$ cat src/rtl/mips_boot_loader.sv
// mips_boot_loader
//   Boot loader between an external word stream and the MIPS core's instruction
//   and data memories. After reset (or a reload pulse) it zero-fills both memories,
//   then accepts framed segments (header, base address, data words) and holds the
//   core in reset until a GO header arrives.
//
// Ports
//   clk         rising-edge clock
//   rst         asynchronous active-low reset
//   reload      one-cycle pulse, restarts boot from the clear phase
//   s_data      stream word
//   s_valid     stream word valid
//   s_ready     block accepts a word (combinational)
//   imem_we     instruction memory write strobe (registered)
//   imem_addr   instruction memory word address (registered)
//   imem_wdata  instruction memory write data (registered)
//   dmem_we     data memory write strobe (registered)
//   dmem_addr   data memory word address (registered)
//   dmem_wdata  data memory write data (registered)
//   core_rst    active-high reset to the core (registered)
//   done        boot complete, core running (registered)
//   err         sticky framing/range error (registered)
//
// Header word: [31:30] op (00 IMEM, 01 DMEM, 10 GO, 11 illegal), [15:0] word count.

module mips_boot_loader #(
  parameter int unsigned DATA_WIDTH = 32,
  parameter int unsigned IMEM_DEPTH = 512,
  parameter int unsigned DMEM_DEPTH = 1024,
  parameter int unsigned IMEM_AW    = $clog2(IMEM_DEPTH),
  parameter int unsigned DMEM_AW    = $clog2(DMEM_DEPTH)
) (
  input  logic                  clk,
  input  logic                  rst,
  input  logic                  reload,
  input  logic [DATA_WIDTH-1:0] s_data,
  input  logic                  s_valid,
  output logic                  s_ready,
  output logic                  imem_we,
  output logic [IMEM_AW-1:0]    imem_addr,
  output logic [DATA_WIDTH-1:0] imem_wdata,
  output logic                  dmem_we,
  output logic [DMEM_AW-1:0]    dmem_addr,
  output logic [DATA_WIDTH-1:0] dmem_wdata,
  output logic                  core_rst,
  output logic                  done,
  output logic                  err
);

  localparam int unsigned MAX_DEPTH = (IMEM_DEPTH > DMEM_DEPTH) ? IMEM_DEPTH : DMEM_DEPTH;
  // Clear counter covers 0 .. MAX_DEPTH-1.
  localparam int unsigned CW = (MAX_DEPTH > 1) ? $clog2(MAX_DEPTH) : 1;
  // Pointer carries one extra bit so a run past the top of memory is visible
  // instead of silently wrapping to address 0.
  localparam int unsigned PW = CW + 1;

  localparam logic [CW-1:0]         C_LAST     = CW'(MAX_DEPTH - 1);
  localparam logic [CW:0]           IMEM_LIM_C = (CW + 1)'(IMEM_DEPTH);
  localparam logic [CW:0]           DMEM_LIM_C = (CW + 1)'(DMEM_DEPTH);
  localparam logic [PW-1:0]         IMEM_LIM_P = PW'(IMEM_DEPTH);
  localparam logic [PW-1:0]         DMEM_LIM_P = PW'(DMEM_DEPTH);
  localparam logic [DATA_WIDTH-1:0] IMEM_LIM_W = DATA_WIDTH'(IMEM_DEPTH);
  localparam logic [DATA_WIDTH-1:0] DMEM_LIM_W = DATA_WIDTH'(DMEM_DEPTH);

  typedef enum logic [2:0] {
    StClear,
    StHdr,
    StAddr,
    StData,
    StRun,
    StErr
  } state_e;

  state_e                state_q, state_d;
  logic [CW-1:0]         c_q, c_d;
  logic [PW-1:0]         ptr_q, ptr_d;
  logic [15:0]           cnt_q, cnt_d;
  logic                  tgt_q, tgt_d;       // 0: IMEM segment, 1: DMEM segment

  logic                  imem_we_q, imem_we_d;
  logic [IMEM_AW-1:0]    imem_addr_q, imem_addr_d;
  logic [DATA_WIDTH-1:0] imem_wdata_q, imem_wdata_d;
  logic                  dmem_we_q, dmem_we_d;
  logic [DMEM_AW-1:0]    dmem_addr_q, dmem_addr_d;
  logic [DATA_WIDTH-1:0] dmem_wdata_q, dmem_wdata_d;
  logic                  core_rst_q, core_rst_d;
  logic                  done_q, done_d;
  logic                  err_q, err_d;

  logic                  hs;
  logic [1:0]            hdr_op;
  logic [15:0]           hdr_cnt;
  logic                  c_in_imem;
  logic                  c_in_dmem;
  logic                  base_oob;
  logic                  ptr_oob;

  // reload masks the handshake in the cycle it is sampled.
  assign s_ready = ((state_q == StHdr) || (state_q == StAddr) || (state_q == StData)) &&
                   !reload;
  assign hs      = s_valid && s_ready;

  assign hdr_op  = s_data[31:30];
  assign hdr_cnt = s_data[15:0];

  assign c_in_imem = ({1'b0, c_q} < IMEM_LIM_C);
  assign c_in_dmem = ({1'b0, c_q} < DMEM_LIM_C);
  assign base_oob  = tgt_q ? (s_data >= DMEM_LIM_W) : (s_data >= IMEM_LIM_W);
  assign ptr_oob   = tgt_q ? (ptr_q >= DMEM_LIM_P) : (ptr_q >= IMEM_LIM_P);

  always_comb begin
    state_d      = state_q;
    c_d          = c_q;
    ptr_d        = ptr_q;
    cnt_d        = cnt_q;
    tgt_d        = tgt_q;
    imem_we_d    = 1'b0;
    imem_addr_d  = imem_addr_q;
    imem_wdata_d = imem_wdata_q;
    dmem_we_d    = 1'b0;
    dmem_addr_d  = dmem_addr_q;
    dmem_wdata_d = dmem_wdata_q;
    core_rst_d   = core_rst_q;
    done_d       = done_q;
    err_d        = err_q;

    if (reload) begin
      state_d    = StClear;
      c_d        = '0;
      core_rst_d = 1'b1;
      done_d     = 1'b0;
      err_d      = 1'b0;
    end else begin
      unique case (state_q)
        StClear: begin
          core_rst_d = 1'b1;
          if (c_in_imem) begin
            imem_we_d    = 1'b1;
            imem_addr_d  = c_q[IMEM_AW-1:0];
            imem_wdata_d = '0;
          end
          if (c_in_dmem) begin
            dmem_we_d    = 1'b1;
            dmem_addr_d  = c_q[DMEM_AW-1:0];
            dmem_wdata_d = '0;
          end
          if (c_q == C_LAST) begin
            state_d = StHdr;
          end else begin
            c_d = c_q + 1'b1;
          end
        end

        StHdr: begin
          if (hs) begin
            unique case (hdr_op)
              2'b00, 2'b01: begin
                // A zero-length segment is consumed with no address phase.
                if (hdr_cnt != 16'd0) begin
                  tgt_d   = hdr_op[0];
                  cnt_d   = hdr_cnt;
                  state_d = StAddr;
                end
              end
              2'b10: begin
                state_d    = StRun;
                core_rst_d = 1'b0;
                done_d     = 1'b1;
              end
              default: begin
                state_d = StErr;
                err_d   = 1'b1;
              end
            endcase
          end
        end

        StAddr: begin
          if (hs) begin
            if (base_oob) begin
              state_d = StErr;
              err_d   = 1'b1;
            end else begin
              ptr_d   = s_data[PW-1:0];
              state_d = StData;
            end
          end
        end

        StData: begin
          if (hs) begin
            if (ptr_oob) begin
              // Segment ran off the end of memory: drop the word.
              state_d = StErr;
              err_d   = 1'b1;
            end else begin
              if (tgt_q) begin
                dmem_we_d    = 1'b1;
                dmem_addr_d  = ptr_q[DMEM_AW-1:0];
                dmem_wdata_d = s_data;
              end else begin
                imem_we_d    = 1'b1;
                imem_addr_d  = ptr_q[IMEM_AW-1:0];
                imem_wdata_d = s_data;
              end
              ptr_d = ptr_q + 1'b1;
              cnt_d = cnt_q - 1'b1;
              if (cnt_q == 16'd1) begin
                state_d = StHdr;
              end
            end
          end
        end

        StRun: begin
          core_rst_d = 1'b0;
          done_d     = 1'b1;
        end

        StErr: begin
          core_rst_d = 1'b1;
          err_d      = 1'b1;
        end

        default: begin
          state_d = StClear;
          c_d     = '0;
        end
      endcase
    end
  end

  always_ff @(posedge clk or negedge rst) begin
    if (!rst) begin
      state_q      <= StClear;
      c_q          <= '0;
      ptr_q        <= '0;
      cnt_q        <= '0;
      tgt_q        <= 1'b0;
      imem_we_q    <= 1'b0;
      imem_addr_q  <= '0;
      imem_wdata_q <= '0;
      dmem_we_q    <= 1'b0;
      dmem_addr_q  <= '0;
      dmem_wdata_q <= '0;
      core_rst_q   <= 1'b1;
      done_q       <= 1'b0;
      err_q        <= 1'b0;
    end else begin
      state_q      <= state_d;
      c_q          <= c_d;
      ptr_q        <= ptr_d;
      cnt_q        <= cnt_d;
      tgt_q        <= tgt_d;
      imem_we_q    <= imem_we_d;
      imem_addr_q  <= imem_addr_d;
      imem_wdata_q <= imem_wdata_d;
      dmem_we_q    <= dmem_we_d;
      dmem_addr_q  <= dmem_addr_d;
      dmem_wdata_q <= dmem_wdata_d;
      core_rst_q   <= core_rst_d;
      done_q       <= done_d;
      err_q        <= err_d;
    end
  end

  assign imem_we    = imem_we_q;
  assign imem_addr  = imem_addr_q;
  assign imem_wdata = imem_wdata_q;
  assign dmem_we    = dmem_we_q;
  assign dmem_addr  = dmem_addr_q;
  assign dmem_wdata = dmem_wdata_q;
  assign core_rst   = core_rst_q;
  assign done       = done_q;
  assign err        = err_q;

endmodule

$ cat config.mk
export PLATFORM = sky130hd
export DESIGN_NAME = mips_boot_loader
export DESIGN_NICKNAME = d
export VERILOG_FILES = /design/src/rtl/mips_boot_loader.sv
export SDC_FILE = /design/constraint.sdc
export NUM_CORES = 1
export LEC_CHECK = 0
export CAP_MARGIN = 30
export CORE_UTILIZATION = 55
export CTS_CLUSTER_DIAMETER = 80
export CTS_CLUSTER_SIZE = 25
export DETAILED_ROUTE_END_ITERATION = 6
export HOLD_SLACK_MARGIN = 0.15
export PLACE_DENSITY = 0.81
export RECOVER_POWER = 100
export SLEW_MARGIN = 20
export SYNTH_ARGS = -nofsm -noshare
export SYNTH_HDL_FRONTEND = slang
export SYNTH_SLANG_ARGS = --single-unit
$ cat constraint.sdc
create_clock -name clk -period 4.99 [get_ports clk]
set_input_delay 1.2475 -clock clk [delete_from_list [all_inputs] [get_ports clk]]
set_output_delay 1.2475 -clock clk [all_outputs]
set_load 0.02 [all_outputs]
==> results of run 1 <==
==> per-layer routing <==
metal  share of wire [%]  routed length [um]
met1                  43                7190
met3                 7.5                1260
met4                 1.7                 283
met5                   0                   0
met2                  48                8090
==> through the flow <==
step,power (mW),hold WS [ns],utilization [%]
after floorplan,2.14,0.493,-
final,3.69,0.474,75.3
after detailed placement,2.57,0.469,70.2
after CTS,3.75,0.482,75.5
after global placement,2.53,0.460,70.0
after global routing,3.88,0.503,75.3
==> state kept, by name, indices dropped and copies added, names as in the netlist, 3 cells and up <==
register	count
dmem_wdata	32
ptr_q	11
c_q	10
imem_wdata	32
imem_addr	9
state_q	3
cnt_q	16
dmem_addr	10
==> worst max-delay path, cell delays in order <==
cell,delay (ns)
dlygate4sd3_1,0.68
nor4_1,0.53
o2111ai_1,0.23
nor4_1,1.37
o21ai_0,0.30
a22o_1,0.32
==> cells by family (layout without fill, tap and decap cells) <==
logic type	after synthesis	after routing	share of synthesized area, %
buf+inv	53	180	3.95
xor+xnor	4	4	0.580
simple gates	257	257	20.0
flops	129	129	53.4
compound gates	205	205	20.2
fa+ha+maj	4	4	0.828
mux	6	6	1.03
==> power groups by stage <==
| stage | logic (mW) | clock network, mW | registers (mW) |
|---|---|---|---|
| after floorplan | 0.601 | 0 | 1.54 |
| after global placement | 1.06 | 0 | 1.47 |
| after global routing | 1.16 | 1.23 | 1.49 |
| final | 1.06 | 1.17 | 1.47 |
| after CTS | 1.10 | 1.18 | 1.47 |
| after detailed placement | 1.09 | 0 | 1.48 |
==> area by class of cell <==
class | count | area share [%]
multi-input cells | 476 | 32.4
inverters | 15 | 0.712
clock inverters | 13 | 1.76
clock buffers | 18 | 5.28
repair buffers | 134 | 16.9
well taps | 136 | 2.15
flip-flops and latches | 129 | 40.8
==> worst paths after layout <==
check	start	to	slack, ns	cells after the start
worst min-delay path	imem_addr[3]	imem_addr[3]	0.47	2
max in group asynchronous	rst	dmem_addr[0]	1.94	3
worst max-delay path	s_data[30]	ptr_q[3]	0.71	6
worst max register to register	state_q[1]	imem_wdata[15]	1.80	6
worst min register to register	imem_addr[3]	imem_addr[3]	0.47	2
min in group asynchronous	rst	imem_wdata[26]	0.73	1
==> cells in the mapped netlist (2+ instances only) <==
library cell / n
nor3_2: 2
o31a_1: 3
dfrtp_1: 128
o21ai_1: 28
a31oi_1: 8
a22o_1: 3
a2bb2oi_1: 2
o22ai_1: 11
buf_2: 23
nand4_1: 7
nand2_1: 135
a21oi_1: 27
and3_1: 5
nand3_1: 11
nor4_1: 10
nor2_1: 48
or3_1: 4
ha_1: 4
nor4_4: 2
or4_1: 2
inv_1: 14
nor3_1: 15
o21ai_0: 81
o22a_1: 5
clkbuf_1: 10
and2b_2: 2
a22oi_1: 11
buf_1: 3
nand2b_1: 4
mux2i_1: 4
o21ba_2: 2
xor2_1: 4
a21boi_0: 2
o31ai_1: 3
o211ai_1: 3
==> metrics, run 1 <==
TNS Setup 0 ns; Pins Over Slew Limit 77; slew margin rel. -18.8%; footprint of the multi-input gates 0.00256 mm2; # clock sinks 129; Core Rows 37; # fillers 768; P_int 2.35 mW; clk_skew 0.00581 ns; Max Clock Freq 234 MHz; drt first pass iters 5; Yosys cell types 67; final setup vio count 0; initial DRC count 599; DR vias 5593; post-placement setup slack 0.986 ns; Mapped Area 0.00604 mm2; final worst setup slack 0.712 ns; Post-route DRC 0; gr ovfl total 0; startpoint types input port; Clock Pin Slew Worst Setup and Hold Paths 0.06 ns; Net Sw Frac 36.3%; final-stage net count 813; first-pass GRT wire length 27300 um; CTS Buf Count 17; most common cell after layout, fill and taps aside nand2_1; share of cells above drive strength 1 6.88%; Yosys reg bits 129; diodes inserted 0; Yosys top cell area share 53.0%; post-synth top area cell dfrtp_1; GRT Resource Usage Total 31.1%; Die Wd 107 um; Power Dens Cells 467 mW/mm2; most frequent cells in the layout nand2_1 (135), dfrtp_1 (128), o21ai_0 (107); ys async rst share 100%; fin area 0.00791 mm2; status complete, but fails checks; failing checks max-capacitance violations, max-slew violations; met2 Usage GRT 50.0%; Warnings, synthesis 0; core area 0.0105 mm2; Tcrit/Tclk final 85.7%; Die Ht 107 um; worst skew pair latency 0.52 ns; sequential share of power 39.7%; placed instance count 889; Max rail drop VDD 0.291 mV; maximum number of pins on one net before global-route repair 71; initial antenna violation count 0; max cap viols 3; RSZ-0062 raised after global routing no; fin crit period 4.28 ns; GR peak layer met2; clock network fraction of total power 31.7%; register area 0.00323 mm2; Crit. End Element flop; Leak 3.53 nW; Synth area leaders dfrtp_1 (53%), nand2_1 (8.4%), o21ai_0 (6.7%), nor2_1 (3.0%), o21ai_1 (2.3%); DR WL/cell 18.3 um; Slew @ Worst Pin 1.77 ns; M3 GR Usage 6.14%; routed vias/inst 6.07; number of synthesized flops with an enable pin 0; clk root buf clkbuf_8; H-tree Lvls 4; boundary pin count 125; antenna-violating nets left 0; Post-Syn Area per Cell 9.19 um2; CTS resizes 0; Seq/Total Area, Yosys 53.4%; met1 GRT Util 42.7%; die area 0.0114 mm2; number of hold buffers added after CTS 0; CTS tree built; syn nets 698; Crit path required time 5.40 ns; Post-DP Area 0.00738 mm2; post-synthesis cell count 658; combinational share of power 28.6%; Initial Util 57.5%; switching power 1.34 mW; WP data arrival 4.68 ns; Post-CTS Setup Bufs 0; Setup CP Type in -> reg; Hold Vio Cnt, Final 0; number of global-route vias before repair 5279; non-filler cells, final 921; Final Wtd Congestion 0.907; WL final 16800 um; Syn-to-layout area delta 30.8%; Hold Path Class reg -> reg; Max Fanout on Critical Path 13; Port Buffers 124; Detailed Place HPWL 11600 um; Synth Flop Type dfrtp_1; CTS max path bufs 2
Note: power is estimated with default switching activity, not from simulation.
==> run 2, diff against run 1 <==
--- a/config.mk
+++ b/config.mk
@@ -6,12 +6,13 @@
 export NUM_CORES = 1
 export LEC_CHECK = 0
 export CAP_MARGIN = 30
-export CORE_UTILIZATION = 55
+export CORE_UTILIZATION = 48
+export CTS_BUF_LIST = sky130_fd_sc_hd__clkbuf_4
 export CTS_CLUSTER_DIAMETER = 80
 export CTS_CLUSTER_SIZE = 25
 export DETAILED_ROUTE_END_ITERATION = 6
 export HOLD_SLACK_MARGIN = 0.15
-export PLACE_DENSITY = 0.81
+export PLACE_DENSITY = 0.75
 export RECOVER_POWER = 100
 export SLEW_MARGIN = 20
 export SYNTH_ARGS = -nofsm -noshare
==> constraint.sdc (replaced) <==
create_clock -name clk -period 3.5 [get_ports clk]
set_input_delay 0.875 -clock clk [delete_from_list [all_inputs] [get_ports clk]]
set_output_delay 0.875 -clock clk [all_outputs]
set_load 0.02 [all_outputs]
==> run 2 against run 1 <==
Against the previous run:
- the flow still finishes with violations (max-capacitance violations, max-slew violations)
- final area down 1.7%
- count of clock-buffer cells in the layout rose by 1
- largest cell class unchanged
- core utilization decreased by 11 points
- combinational power up 44%
- global-route usage is 4.2 points lower
- routed wire length down 1.3%
- critical path depth is 3 lower
==> metrics, run 2 (same netlist as run 1, synthesis figures left out) <==
slew margin rel. -0.554%; Setup CP Type in -> out; status complete, but fails checks; DR WL/cell 17.2 um; Worst Hold Path EP imem_wdata[23]; number of global-route vias before repair 5278; clk root buf clkbuf_4; die area 0.0130 mm2; number of hold buffers added after CTS 0; Crit path top cell by count dlygate4sd3_1; Leak 3.48 nW; Max rail drop VDD 0.335 mV; drt first pass iters 5; Core Rows 40; CTS max path bufs 2; H-tree Lvls 4; CTS tree built; Power Dens Cells 605 mW/mm2; Worst R2R Path Depth 7; P_int 2.94 mW; first-pass GRT wire length 26900 um; Post-CTS Setup Bufs 0; Max Fanout on Critical Path 2; sequential share of power 44.2%; final setup vio count 0; WHS Path Cells 2; Post-route DRC 0; Initial Util 49.7%; Clock Pin Slew Worst Setup and Hold Paths 0.10 ns; r2r startpoint state_q[2]; Final Wtd Congestion 0.917; DR vias 5504; RSZ-0062 raised after global routing no; diodes inserted 0; hold_sp imem_wdata[23]; Worst path max stage delay 0.69 ns; GRT Resource Usage Total 26.8%; TNS Setup 0 ns; overall power 4.71 mW; clk_skew 0.0130 ns; worst skew pair latency 0.54 ns; post-layout util 63.9%; Die Ht 114 um; Net Sw Frac 37.6%; startpoint types input port; share of cells above drive strength 1 8.28%; failing checks max-capacitance violations, max-slew violations; boundary pin count 125; cells along the critical path dlygate4sd3_1 > nor3_1 > dlygate4sd3_1; Hold Vio Cnt, Final 0; Crit path required time 2.62 ns; fin crit period 3.17 ns; RR Endpoint dmem_addr[0]; CTS Buf Count 17; switching power 1.77 mW; WP data arrival 2.30 ns; Crit. End Element primary output; Critical Path Source reload; clock network fraction of total power 23.3%; Hold Path Class reg -> reg; WL final 16600 um; initial DRC count 545; antenna-violating nets left 0; Max Clock Freq 315 MHz; Pins Over Slew Limit 31; initial antenna violation count 0; Syn-to-layout area delta 28.6%; most common cell after layout, fill and taps aside nand2_1; Detailed Place HPWL 12100 um; Port Buffers 124; most frequent cells in the layout nand2_1 (135), dfrtp_1 (128), o21ai_0 (109); gr ovfl total 0; Die Wd 114 um; CTS resizes 0; Slowest-stage cell, CP dlygate4sd3_1; combinational share of power 32.5%; core area 0.0122 mm2; # fillers 1026; # clock sinks 129; final-stage net count 824; max cap viols 1; Slew @ Worst Pin 1.51 ns; maximum number of pins on one net before global-route repair 84; routed vias/inst 5.70; r2r setup slk 1.04 ns; Tcrit/Tclk final 90.7%
run 2: per-stage QoR:
stage	worst slack [ns]	hold slack, ns	cells	area [um2]
floorplan	1.08	0.493	658	6040
global placement	0.395	0.462	933	7530
detailed placement	0.335	0.470	933	7530
CTS	0.452	0.222	965	7840
global route	0.252	0.504	965	7770
finish	0.327	0.483	965	7770
run 2: cell type report:
class                   instances  area [um2]  area share, %
clock buffers                  19         143           1.83
clock inverters                13         168           2.16
inverters                      15        56.3          0.724
multi-input cells             476        2580           33.2
flip-flops and latches        129        3230           41.5
well taps                     168         210           2.70
repair buffers                145        1390           17.8
run 2: worst max-delay path, delay by kind of cell:
kind | cells | cell delay (ns)
buf+inv | 2 | 1.24
simple gates | 1 | 0.18
run 2: power by group through the flow:
| stage | clock [mW] | sequential, mW | combinational (mW) |
|---|---|---|---|
| CTS | 1.12 | 2.08 | 1.63 |
| detailed placement | 0 | 2.11 | 1.62 |
| global route | 1.18 | 2.12 | 1.68 |
| floorplan | 0 | 2.19 | 0.857 |
| finish | 1.10 | 2.08 | 1.53 |
| global placement | 0 | 2.09 | 1.58 |
run 2: layer usage:
metal | vias up | track usage, % | wire, um
li1 | 2592 | - | -
met1 | 2640 | 37.4 | 7440
met2 | 234 | 41.9 | 7590
met3 | 38 | 5.40 | 1230
met4 | 0 | 9.61 | 346
met5 | - | 0 | 0
run 2: worst max path at each step:
stage                   end  slack [ns]  depth (start not counted)
6_report            s_ready        0.33                          3
4_1_cts             s_ready        0.45                          3
2_1_floorplan       s_ready        1.08                          2
3_5_place_dp       ptr_q[0]        0.34                          6
5_1_grt        dmem_addr[7]        0.25                          9
3_3_place_gp      cnt_q[12]        0.40                          7
==> run 3, diff against run 2 <==
--- a/config.mk
+++ b/config.mk
@@ -6,13 +6,13 @@
 export NUM_CORES = 1
 export LEC_CHECK = 0
 export CAP_MARGIN = 30
-export CORE_UTILIZATION = 48
+export CORE_UTILIZATION = 55
 export CTS_BUF_LIST = sky130_fd_sc_hd__clkbuf_4
 export CTS_CLUSTER_DIAMETER = 80
 export CTS_CLUSTER_SIZE = 25
 export DETAILED_ROUTE_END_ITERATION = 6
 export HOLD_SLACK_MARGIN = 0.15
-export PLACE_DENSITY = 0.75
+export PLACE_DENSITY = 0.81
 export RECOVER_POWER = 100
 export SLEW_MARGIN = 20
 export SYNTH_ARGS = -nofsm -noshare
==> constraint.sdc (replaced) <==
create_clock -name clk -period 3.8 [get_ports clk]
set_input_delay 0.95 -clock clk [delete_from_list [all_inputs] [get_ports clk]]
set_output_delay 0.95 -clock clk [all_outputs]
set_load 0.02 [all_outputs]
==> run 3 against run 2 <==
Against the previous run:
- the run still ends with max-capacitance violations, max-slew violations left
- clock power shrank 12%
- clock skew is 0.0011 ns higher
- worst hold slack worse by 0.0013 ns
- first-iteration DRC count shrank 11%
- register-to-register slack improved by 0.16 ns
- critical path depth increased by 4
- sequential cell count stayed put
- critical path type is now in -> reg
- largest cell class unchanged
- highest routed layer unchanged
==> metrics, run 3 (same netlist as run 1, synthesis figures left out) <==
status complete, but fails checks; failing checks max-capacitance violations, max-slew violations; routed vias/inst 5.96; RSZ-0062 raised after global routing no; Power Dens Cells 556 mW/mm2; clk root buf clkbuf_4; Max Fanout on Critical Path 31; boundary pin count 125; Leak 3.45 nW; CTS max path bufs 2; number of hold buffers added after CTS 0; first-pass GRT wire length 26000 um; antenna-violating nets left 0; Tcrit/Tclk final 88.9%; Initial Util 57.5%; Hold Path Class reg -> reg; Final Wtd Congestion 0.931; Port Buffers 124; Die Ht 107 um; worst skew pair latency 0.54 ns; GRT Resource Usage Total 29.7%; Core Rows 37; Slew @ Worst Pin 2.79 ns; P_int 2.63 mW; most frequent cells in the layout nand2_1 (135), dfrtp_1 (128), o21ai_0 (108); diodes inserted 0; startpoint types input port; non-filler cells, final 927; Net Sw Frac 38.6%; post-placement setup slack 0.536 ns; final-stage net count 818; Pins Over Slew Limit 130; WL final 16200 um; Crit. End Element flop; share of cells above drive strength 1 7.84%; final worst setup slack 0.420 ns; initial antenna violation count 0; clk_skew 0.0142 ns; Setup CP Type in -> reg; drt first pass iters 5; Die Wd 107 um; Post-CTS Setup Bufs 0; maximum number of pins on one net before global-route repair 130; slew margin rel. -86.3%; TNS Setup 0 ns; sequential share of power 44.7%; Syn-to-layout area delta 27.7%; fin crit period 3.38 ns; RR Endpoint dmem_addr[3]; final setup vio count 0; gr ovfl total 0; placed instance count 895; CTS Buf Count 17; Crit path required time 4.24 ns; H-tree Lvls 4; DR WL/cell 17.5 um; Max rail drop VDD 0.329 mV; number of global-route vias before repair 5111; max cap viols 1; Critical Path End cnt_q[12]; Detailed Place HPWL 11500 um; DR vias 5525; CTS resizes 0; CTS tree built; Critical Path Source s_data[14]; WHS Path Cells 2; core area 0.0105 mm2; switching power 1.66 mW; WP data arrival 3.82 ns; combinational share of power 32.6%; # clock sinks 129; Clock Pin Slew Worst Setup and Hold Paths 0.12 ns; r2r startpoint state_q[2]; r2r setup slk 1.20 ns; Max Clock Freq 296 MHz; Worst R2R Path Depth 6; die area 0.0114 mm2; initial DRC count 486; most common cell after layout, fill and taps aside nand2_1; clock network fraction of total power 22.7%; Post-route DRC 0; Hold Vio Cnt, Final 0; post-layout util 73.4%
## run 3: cell count changes in the layout (fill, tap and decap cells not counted), sizes merged
cell and change:
buf -2, bufinv -1, clkbuf -5, clkinv -2, clkinvlp +3, inv +1
## run 3: critical path, cell delays in order
cell and delay [ns]:
dlygate4sd3_1 0.62, nor4_1 0.50, nand4_1 0.28, a31oi_1 0.23, clkbuf_1 0.79, o21ba_2 0.26, o22a_1 0.18
## run 3: how the worst min path moves through the flow
stage / end / slack (ns) / startpoint
final: dmem_wdata[30] / 0.48 / dmem_wdata[30]
after global routing: imem_wdata[27] / 0.51 / imem_wdata[27]
after CTS: dmem_wdata[7] / 0.49 / dmem_wdata[7]
after detailed placement: dmem_wdata[31] / 0.47 / dmem_wdata[31]
after global placement: dmem_wdata[0] / 0.46 / dmem_wdata[0]
after floorplan: c_q[6] / 0.49 / c_q[6]
## run 3: area by class of cell
class / count / area, um2
flip-flops and latches: 129 / 3230
fillers: 797 / 2790
multi-input cells: 476 / 2580
repair buffers: 139 / 1380
well taps: 136 / 170
clock inverters: 14 / 164
clock buffers: 18 / 135
inverters: 15 / 56.3
## run 3: power by group through the flow
| stage | combinational (mW) | clock (mW) | sequential (mW) |
|---|---|---|---|
| after global placement | 1.43 | 0 | 1.93 |
| after floorplan | 0.789 | 0 | 2.02 |
| after CTS | 1.47 | 0.988 | 1.92 |
| after detailed placement | 1.46 | 0 | 1.94 |
| after global routing | 1.53 | 1.06 | 1.96 |
| final | 1.40 | 0.972 | 1.92 |
## run 3: routing by layer
metal  vias to the layer above  part of all wire [%]  global-route usage (%)
li1                       2589                     -                       -
met1                      2641                    44                    42.2
met2                       263                    47                    44.7
met3                        32                   7.5                    7.66
met4                         0                   1.8                    9.49
met5                         -                     0                       0
## run 3: through the flow
stage / area [um2] / total power, mW / hold WS [ns]
final: 7720 / 4.29 / 0.482
after global routing: 7720 / 4.55 / 0.513
after CTS: 7770 / 4.37 / 0.493
after detailed placement: 7470 / 3.40 / 0.470
after global placement: 7450 / 3.35 / 0.462
after floorplan: 6040 / 2.81 / 0.493
